`src/rtl/pd_sequencer_pkg.sv`:
```
// ---------------------------------------------------------------------------
// pd_sequencer_pkg
// Shared types and widths for the peak-detection sequencer slice.
//   BIN_W    : width of a range-bin index (up to 15 bins per shot)
//   ADDR_W   : width of a peak position inside one range bin
//   VALUE_W  : width of a peak magnitude
//   seqState_e : sequencer FSM states (IDLE, RUN, OUT)
//   slot_t   : one stored peak result {value, addr}
// ---------------------------------------------------------------------------
package pd_sequencer_pkg;

    localparam int BIN_W   = 4;
    localparam int ADDR_W  = 10;
    localparam int VALUE_W = 32;
    localparam int SLOT_W  = VALUE_W + ADDR_W;

    typedef enum logic [1:0] {
        IDLE = 2'd0,
        RUN  = 2'd1,
        OUT  = 2'd2
    } seqState_e;

    typedef struct packed {
        logic [VALUE_W-1:0] value;
        logic [ADDR_W-1:0]  addr;
    } slot_t;

endpackage

```
`src/rtl/pd_sequencer_if.sv`:
```
// ---------------------------------------------------------------------------
// pd_sequencer_if
// Result handshake bundle between the sequencer and its consumer.
//   res_valid  : result payload is valid
//   res_ready  : consumer accepts the payload this cycle
//   res_value  : peak magnitude of the bin being reported
//   res_addr   : peak position within the bin
//   res_bin    : index of the bin being reported
//   res_last   : this is the final bin of the shot
// Modports: master (sequencer side), slave (consumer side).
// ---------------------------------------------------------------------------
interface pd_sequencer_if;
    import pd_sequencer_pkg::*;

    logic               res_valid;
    logic               res_ready;
    logic [VALUE_W-1:0] res_value;
    logic [ADDR_W-1:0]  res_addr;
    logic [BIN_W-1:0]   res_bin;
    logic               res_last;

    modport master (
        output res_valid,
        output res_value,
        output res_addr,
        output res_bin,
        output res_last,
        input  res_ready
    );

    modport slave (
        input  res_valid,
        input  res_value,
        input  res_addr,
        input  res_bin,
        input  res_last,
        output res_ready
    );

endinterface

```
`src/rtl/pd_result_buf.sv`:
```
// ---------------------------------------------------------------------------
// pd_result_buf
// Small register file holding one peak result per range bin of a shot.
// One synchronous write port, one asynchronous read port. Contents are not
// reset: every slot is rewritten before it is read in a new shot.
//   clk   : system clock
//   we    : write enable
//   waddr : slot written when we=1
//   wdata : result written
//   raddr : slot read
//   rdata : result currently held in slot raddr (0 if out of range)
// ---------------------------------------------------------------------------
module pd_result_buf
    import pd_sequencer_pkg::*;
#(
    parameter int DEPTH = 9
) (
    input  logic             clk,
    input  logic             we,
    input  logic [BIN_W-1:0] waddr,
    input  slot_t            wdata,
    input  logic [BIN_W-1:0] raddr,
    output slot_t            rdata
);

    slot_t mem [DEPTH];

    // Write port; addresses beyond the configured depth are dropped.
    always_ff @(posedge clk) begin
        if (we && (int'(waddr) < DEPTH)) begin
            mem[waddr] <= wdata;
        end
    end

    // Read port is combinational so the sequencer can register the payload
    // in the same cycle it advances its read pointer.
    assign rdata = (int'(raddr) < DEPTH) ? mem[raddr] : '0;

endmodule

```
`src/rtl/pd_sequencer.sv`:
```
// ---------------------------------------------------------------------------
// pd_sequencer
// Sequences one shot of peak detection: on start it enables the peak
// datapath, captures one peak result per range bin, then streams the stored
// results out over a valid/ready handshake. A shot that does not finish
// within TIMEOUT_CYCLES is abandoned with a sticky timeout flag.
//
// Optional feature (macro PD_SEQ_THRESH_EN): results whose magnitude is
// below 'thresh' are stored as value 0 / addr 0. Without the macro results
// are stored unmodified and 'thresh' is ignored.
//
// Ports:
//   clk         : system clock, rising edge
//   rst         : synchronous active-high reset
//   start       : one-cycle pulse, accumulated shot ready
//   pd_en       : enable to the peak-detection datapath (high while RUN)
//   pk_valid    : one-cycle strobe, peak of current bin valid
//   pk_value    : peak magnitude
//   pk_addr     : peak position within the bin
//   thresh      : minimum accepted magnitude (PD_SEQ_THRESH_EN only)
//   res         : result handshake (pd_sequencer_if.master)
//   busy        : high in RUN and OUT
//   done        : one-cycle pulse at end of shot (completed or timed out)
//   err_timeout : sticky, set when RUN timed out; cleared by next start
// ---------------------------------------------------------------------------
module pd_sequencer
    import pd_sequencer_pkg::*;
#(
    parameter int TOTAL_RANGEBIN  = 9,
    parameter int RANGE_IN_POINTS = 1024,
    parameter int TIMEOUT_CYCLES  = 16384
) (
    input  logic               clk,
    input  logic               rst,
    input  logic               start,
    output logic               pd_en,
    input  logic               pk_valid,
    input  logic [VALUE_W-1:0] pk_value,
    input  logic [ADDR_W-1:0]  pk_addr,
    input  logic [VALUE_W-1:0] thresh,
    pd_sequencer_if.master     res,
    output logic               busy,
    output logic               done,
    output logic               err_timeout
);

    localparam int TMR_W = $clog2(TIMEOUT_CYCLES) + 1;
    localparam logic [BIN_W-1:0] LAST_BIN = BIN_W'(TOTAL_RANGEBIN - 1);
    // The timer reaches TIMEOUT_CYCLES-1 on the edge that leaves this value,
    // so the abort is taken while the registered count is one below that.
    localparam logic [TMR_W-1:0] TMR_LIMIT = TMR_W'(TIMEOUT_CYCLES - 2);

    // Elaboration-time parameter sanity checks.
    if (RANGE_IN_POINTS != (1 << ADDR_W)) begin : gBadRangePoints
        $error("pd_sequencer: RANGE_IN_POINTS must equal 2**ADDR_W");
    end
    if ((TOTAL_RANGEBIN < 1) || (TOTAL_RANGEBIN > 15)) begin : gBadBinCount
        $error("pd_sequencer: TOTAL_RANGEBIN must be within 1..15");
    end
    if (TIMEOUT_CYCLES < 2) begin : gBadTimeout
        $error("pd_sequencer: TIMEOUT_CYCLES must be at least 2");
    end

    seqState_e          state_q;
    logic [BIN_W-1:0]   count_q;
    logic [BIN_W-1:0]   rdPtr_q;
    logic [TMR_W-1:0]   timer_q;
    logic               pdEn_q;
    logic               busy_q;
    logic               done_q;
    logic               errTimeout_q;
    logic               resValid_q;
    logic [VALUE_W-1:0] resValue_q;
    logic [ADDR_W-1:0]  resAddr_q;
    logic [BIN_W-1:0]   resBin_q;
    logic               resLast_q;

    logic               wrEn;
    slot_t              wrData;
    slot_t              rdData;
    slot_t              loadData;
    logic [BIN_W-1:0]   rdAddr;
    logic [BIN_W-1:0]   rdPtrNext;
    logic               runDone;
    logic               runTimeout;
    logic               xfer;

    // Capture only happens in RUN; the bin that fills the last slot ends
    // the run, and that completion beats a simultaneous timeout.
    assign wrEn       = (state_q == RUN) && pk_valid;
    assign runDone    = wrEn && (count_q == LAST_BIN);
    assign runTimeout = (state_q == RUN) && (timer_q == TMR_LIMIT) && !runDone;
    assign xfer       = resValid_q && res.res_ready;
    assign rdPtrNext  = rdPtr_q + BIN_W'(1);

`ifdef PD_SEQ_THRESH_EN
    // Weak peaks are squashed to zero but still occupy their bin slot.
    always_comb begin
        wrData.value = pk_value;
        wrData.addr  = pk_addr;
        if (pk_value < thresh) begin
            wrData = '0;
        end
    end
`else
    // Results pass through untouched; thresh has no effect in this build.
    always_comb begin
        wrData.value = pk_value;
        wrData.addr  = pk_addr;
    end

    logic unusedThresh;
    assign unusedThresh = ^thresh;
`endif

    // Select the slot that feeds the payload register on the next edge, and
    // bypass the write port when that slot is being written in the same
    // cycle (only happens with a single-bin shot).
    always_comb begin
        rdAddr = '0;
        if (state_q == OUT) begin
            rdAddr = xfer ? rdPtrNext : rdPtr_q;
        end
        loadData = rdData;
        if (wrEn && (count_q == rdAddr)) begin
            loadData = wrData;
        end
    end

    pd_result_buf #(
        .DEPTH (TOTAL_RANGEBIN)
    ) u_buf (
        .clk   (clk),
        .we    (wrEn),
        .waddr (count_q),
        .wdata (wrData),
        .raddr (rdAddr),
        .rdata (rdData)
    );

    // Main sequencer FSM with all outputs registered.
    always_ff @(posedge clk) begin
        if (rst) begin
            state_q      <= IDLE;
            count_q      <= '0;
            rdPtr_q      <= '0;
            timer_q      <= '0;
            pdEn_q       <= 1'b0;
            busy_q       <= 1'b0;
            done_q       <= 1'b0;
            errTimeout_q <= 1'b0;
            resValid_q   <= 1'b0;
            resValue_q   <= '0;
            resAddr_q    <= '0;
            resBin_q     <= '0;
            resLast_q    <= 1'b0;
        end else begin
            done_q <= 1'b0;
            case (state_q)
                IDLE: begin
                    if (start) begin
                        state_q      <= RUN;
                        count_q      <= '0;
                        rdPtr_q      <= '0;
                        timer_q      <= '0;
                        errTimeout_q <= 1'b0;
                        pdEn_q       <= 1'b1;
                        busy_q       <= 1'b1;
                    end
                end

                RUN: begin
                    timer_q <= timer_q + TMR_W'(1);
                    if (wrEn) begin
                        count_q <= count_q + BIN_W'(1);
                    end
                    if (runDone) begin
                        state_q    <= OUT;
                        pdEn_q     <= 1'b0;
                        rdPtr_q    <= '0;
                        resValid_q <= 1'b1;
                        resValue_q <= loadData.value;
                        resAddr_q  <= loadData.addr;
                        resBin_q   <= '0;
                        resLast_q  <= (LAST_BIN == '0);
                    end else if (runTimeout) begin
                        state_q      <= IDLE;
                        pdEn_q       <= 1'b0;
                        busy_q       <= 1'b0;
                        done_q       <= 1'b1;
                        errTimeout_q <= 1'b1;
                    end
                end

                OUT: begin
                    if (xfer) begin
                        if (resLast_q) begin
                            state_q    <= IDLE;
                            resValid_q <= 1'b0;
                            resLast_q  <= 1'b0;
                            busy_q     <= 1'b0;
                            done_q     <= 1'b1;
                        end else begin
                            rdPtr_q    <= rdPtrNext;
                            resBin_q   <= rdPtrNext;
                            resValue_q <= loadData.value;
                            resAddr_q  <= loadData.addr;
                            resLast_q  <= (rdPtrNext == LAST_BIN);
                        end
                    end
                end

                default: begin
                    state_q <= IDLE;
                end
            endcase
        end
    end

    assign pd_en         = pdEn_q;
    assign busy          = busy_q;
    assign done          = done_q;
    assign err_timeout   = errTimeout_q;
    assign res.res_valid = resValid_q;
    assign res.res_value = resValue_q;
    assign res.res_addr  = resAddr_q;
    assign res.res_bin   = resBin_q;
    assign res.res_last  = resLast_q;

endmodule

```
`src/flat_wrapper.sv`:
```
// flat-port wrapper written by rule: the top's interface ports become plain ports
module pd_sequencer_flat import pd_sequencer_pkg::*;
#(
    parameter int TOTAL_RANGEBIN  = 9,
    parameter int RANGE_IN_POINTS = 1024,
    parameter int TIMEOUT_CYCLES  = 16384
)
  (clk, rst, start, pd_en, pk_valid, pk_value, pk_addr, thresh, busy, done, err_timeout, res_res_valid, res_res_value, res_res_addr, res_res_bin, res_res_last, res_res_ready);
  pd_sequencer_if res_i ();
  input  logic clk;
  input  logic rst;
  input  logic start;
  output logic pd_en;
  input  logic pk_valid;
  input  logic [VALUE_W-1:0] pk_value;
  input  logic [ADDR_W-1:0] pk_addr;
  input  logic [VALUE_W-1:0] thresh;
  output logic busy;
  output logic done;
  output logic err_timeout;
  output wire logic [$bits(res_i.res_valid)-1:0] res_res_valid;
  output wire logic [$bits(res_i.res_value)-1:0] res_res_value;
  output wire logic [$bits(res_i.res_addr)-1:0] res_res_addr;
  output wire logic [$bits(res_i.res_bin)-1:0] res_res_bin;
  output wire logic [$bits(res_i.res_last)-1:0] res_res_last;
  input wire logic [$bits(res_i.res_ready)-1:0] res_res_ready;
  assign res_res_valid = res_i.res_valid;
  assign res_res_value = res_i.res_value;
  assign res_res_addr = res_i.res_addr;
  assign res_res_bin = res_i.res_bin;
  assign res_res_last = res_i.res_last;
  assign res_i.res_ready = res_res_ready;
  pd_sequencer #(.TOTAL_RANGEBIN(TOTAL_RANGEBIN), .RANGE_IN_POINTS(RANGE_IN_POINTS), .TIMEOUT_CYCLES(TIMEOUT_CYCLES)) u_core (.clk(clk), .rst(rst), .start(start), .pd_en(pd_en), .pk_valid(pk_valid), .pk_value(pk_value), .pk_addr(pk_addr), .thresh(thresh), .res(res_i), .busy(busy), .done(done), .err_timeout(err_timeout));
endmodule
```
`config.mk`:
```
export PLATFORM = sky130hd
export DESIGN_NAME = pd_sequencer_flat
export DESIGN_NICKNAME = d
export VERILOG_FILES = /design/src/rtl/pd_sequencer_pkg.sv /design/src/rtl/pd_sequencer_if.sv /design/src/rtl/pd_result_buf.sv /design/src/rtl/pd_sequencer.sv /design/src/flat_wrapper.sv
export SDC_FILE = /design/constraint.sdc
export NUM_CORES = 1
export LEC_CHECK = 0
export ABC_AREA = 1
export BUFFER_PORTS_ARGS = -buffer_cell sky130_fd_sc_hd__buf_4
export CORE_MARGIN = 8
export CORE_UTILIZATION = 36
export DETAILED_ROUTE_END_ITERATION = 10
export PLACE_DENSITY = 0.61
export SYNTH_ARGS = -nofsm -noshare
export SYNTH_HDL_FRONTEND = slang
export SYNTH_SLANG_ARGS = --single-unit
```
`constraint.sdc`:
```
create_clock -name clk -period 3.1 [get_ports clk]
set_clock_uncertainty 0.2 [all_clocks]
set_input_delay 0.62 -clock clk [delete_from_list [all_inputs] [get_ports clk]]
set_output_delay 0.62 -clock clk [all_outputs]
set_load 0.01 [all_outputs]
```
==> run_results.csv <==
group,metric,value,unit
global_routing,grt_overflow,0,
synth,yosysTopAreaCell,"edfxtp_1",
clock_network,clkLatencyLatePin,580,ps
place,dpl_cell_area,20900,um^2
detailed_routing,post-route-drc-count,0,
finish,post_route_cells_drive_above_1_share,0.144,
detailed_routing,route.vias.total,13772,
global_routing,grt_max_degree,92,
floorplan,core_area,52600,um^2
setup_path,worstSetupPathType,"reg -> reg",
finish,layout_common_cells,"nand3_1 (521), edfxtp_1 (378), nand2_1 (290), buf_4 (114), dfxtp_1 (77)",
clock_network,cts_max_path_buffers,3,
finish,area_delta_synth_final,16.6,%
power_and_ir_drop,powerDensity,710,nW/um^2
min_path,hold_path.class,"in -> reg",
global_routing,antenna_found_initial,3,
floorplan,design.die.area,60800,um^2
synth,synth_edf_count,378,
floorplan,design.portCount,131,
sta,rsz0062_at_grt,"no",
synth,ys_seq_elements,455,
clock_network,cts_inserted_buffers,46,
setup_path,worstPathArrival,3090,ps
synth,synth_top_area_frac,0.593,
finish,final_nets,1931,
synth,syn_area,19100,um^2
synth,syn_nets,1862,
clock_network,cts_setup_buffers,0,
finish,stdcell_count,2566,
floorplan,start_util,0.364,
place,dpl.hpwl,27400,um
sta,fin_tns_setup,0,ps
run,drv_cap,0,
detailed_routing,wl,51000,um
sta,fin_crit_sh,0.906,
global_routing,gr-usage-all-layers,0.163,
clock_network,numClockSinks,455,
synth,synth_area_leaders,"edfxtp_1 (59%), nand3_1 (14%), dfxtp_1 (8.1%)",
clock_network,ctsHoldBuffers,0,
detailed_routing,first_iter_violations,1358,
detailed_routing,dr.pass1.iters,8,
run_status,status,"finished clean",
clock_network,cts.reportedPaths.clkPinSlew,60,ps
synth,seq_area_frac_synth,0.674,
sta,setup_violations,0,
clock_network,cts-root-buf,"clkbuf_16",
sta,layout_setup_ws,291,ps
synth,ys_types,35,
power_and_ir_drop,total_leakage_power,8.21,nW
clock_network,htreeDepth,2,
floorplan,die_y,247,um
setup_path,worst_setup_path_start_kind,"flip-flop",
floorplan,chipWidth,247,um
setup_path,crit_fanout,47,
sta,layout_min_cycle_time,2810,ps
floorplan,core.rowCount,84,
synth,syn_avg_cell_area,10.8,um^2
synth,syn_inst,1771,
sta,hold_viol,0,
place,place_ws,320,ps
clock_network,ctsResizeCount,0,
sta,relSlewSlack,0.610,
detailed_routing,post_drt_wl_per_cell,19.9,um
finish,mostFrequentLayoutCell,"nand3_1",
place,io_buffers,98,
detailed_routing,vias_per_cell,5.37,
power_and_ir_drop,ir_drop,0.000465,V
synth,synthFlopType,"edfxtp_1",
finish,design_area,22300,um^2
place,place_inst,2480,
synth,ys_warn_count,0,
setup_path,cp-end-kind,"flip-flop",
global_routing,grt_pass1_wl,77900,um
finish,fill_cells,4870,
detailed_routing,ant_nets,0,
synth,ys_async_sr_fraction,0,
global_routing,grt_pass1_vias,13122,
sta,tightest_slew,579,ps
place,gp_congestion,0.778,
setup_path,required,3380,ps
sta,fmax,356,MHz
sta,slew_violations,0,
clock_network,cts_tree,"done",
==> layout make-up <==
class	count	area, um^2	share of cell area
diodes	2	5.00	0.000224
well taps	688	861	0.0386
flip-flops and latches	455	12900	0.578
clock buffers	65	1260	0.0563
repair buffers	141	1400	0.0626
multi-input cells	1117	5470	0.245
clock inverters	19	144	0.00645
inverters	79	297	0.0133
==> synthesized netlist by cell type (2+ instances only) <==
cell type / number
nor3_1: 5
nand2_4: 2
buf_1: 9
o21bai_1: 2
clkbuf_1: 45
nand3_1: 523
edfxtp_1: 378
nor2_1: 73
ha_1: 12
o21ai_0: 56
nand3_2: 2
nor3b_1: 3
nand2_1: 292
a211oi_1: 4
a21oi_1: 51
buf_2: 64
nand4_1: 32
o211ai_1: 3
dfxtp_1: 77
o21ai_1: 2
xor2_1: 2
or2_2: 42
o21a_1: 3
inv_1: 77
nor4_1: 2
==> final timing paths <==
| kind | from | to | slack [ps] | depth (start not counted) |
|---|---|---|---|---|
| worst max-delay path | u_core.state_q[1]$_SDFFE_PP0P_ | u_core.res.res_value[4]$_SDFFE_PP0P_ | 290 | 11 |
| worst min-delay path | pk_addr[6] | u_core.u_buf.mem[8][6]$_DFFE_PP_ | 90 | 1 |
| worst max register to register | u_core.state_q[1]$_SDFFE_PP0P_ | u_core.res.res_value[4]$_SDFFE_PP0P_ | 290 | 11 |
| worst min register to register | u_core.timer_q[6]$_SDFFE_PP0P_ | u_core.timer_q[6]$_SDFFE_PP0P_ | 250 | 2 |
==> routing by layer <==
metal	routed length, um	global-route usage	up-vias
met2	24100	0.267	479
li1	-	-	6453
met3	3650	0.0353	91
met4	1320	0.0478	2
met1	21900	0.217	6747
met5	13	0	-
==> flip-flops by register name, summed over array words and instances, names as in the netlist <==
register and cells:
u_core.pd_en 1, u_core.res.res_bin 4, u_core.done 1, u_core.res.res_last 1
u_core.u_buf.mem 378, u_core.timer_q 15, u_core.res.res_addr 10, u_core.rdPtr_q 4
u_core.count_q 4, u_core.busy 1, u_core.res.res_valid 1, u_core.err_timeout 1
u_core.res.res_value 32, u_core.state_q 2
==> logic make-up (layout without fill, tap and decap cells) <==
family,after synthesis,count (layout),share of synthesized area
XOR/XNOR,2,2,0.000915
AO/OA/AOI/OAI,122,122,0.0335
AND/OR/NAND/NOR,981,981,0.241
other,0,2,0
buffers and inverters,199,304,0.0435
flip-flops,455,455,0.674
adder cells (fa/ha/maj),12,12,0.00784
==> critical path, stage by stage, from the launching register on <==
cell,delay (ps)
dfxtp_1,330
inv_1,100
ha_1,260
nand2_1,180
inv_2,140
nand4_2,160
nand2_1,160
nand2_1,110
nor3_4,230
buf_4,480
o21ai_0,150
a21oi_1,180
==> through the flow <==
| stage | total power [mW] | util | hold WS [ps] |
|---|---|---|---|
| 2_1_floorplan | 9.47 | - | 226 |
| 3_5_place_dp | 10.8 | 0.398 | 246 |
| 6_report | 15.9 | 0.425 | 89.6 |
| 4_1_cts | 16.0 | 0.425 | 59.6 |
| 3_3_place_gp | 10.7 | 0.398 | 238 |
| 5_1_grt | 16.6 | 0.425 | 76.3 |
==> power breakdown <==
group          internal [mW]  switching, mW  total [mW]
Sequential              6.96          0.168        7.13
Clock                   2.92           2.29        5.21
Combinational           1.13           2.39        3.52
Total                   11.0           4.84        15.9
Power figures use the tool's default switching activity.
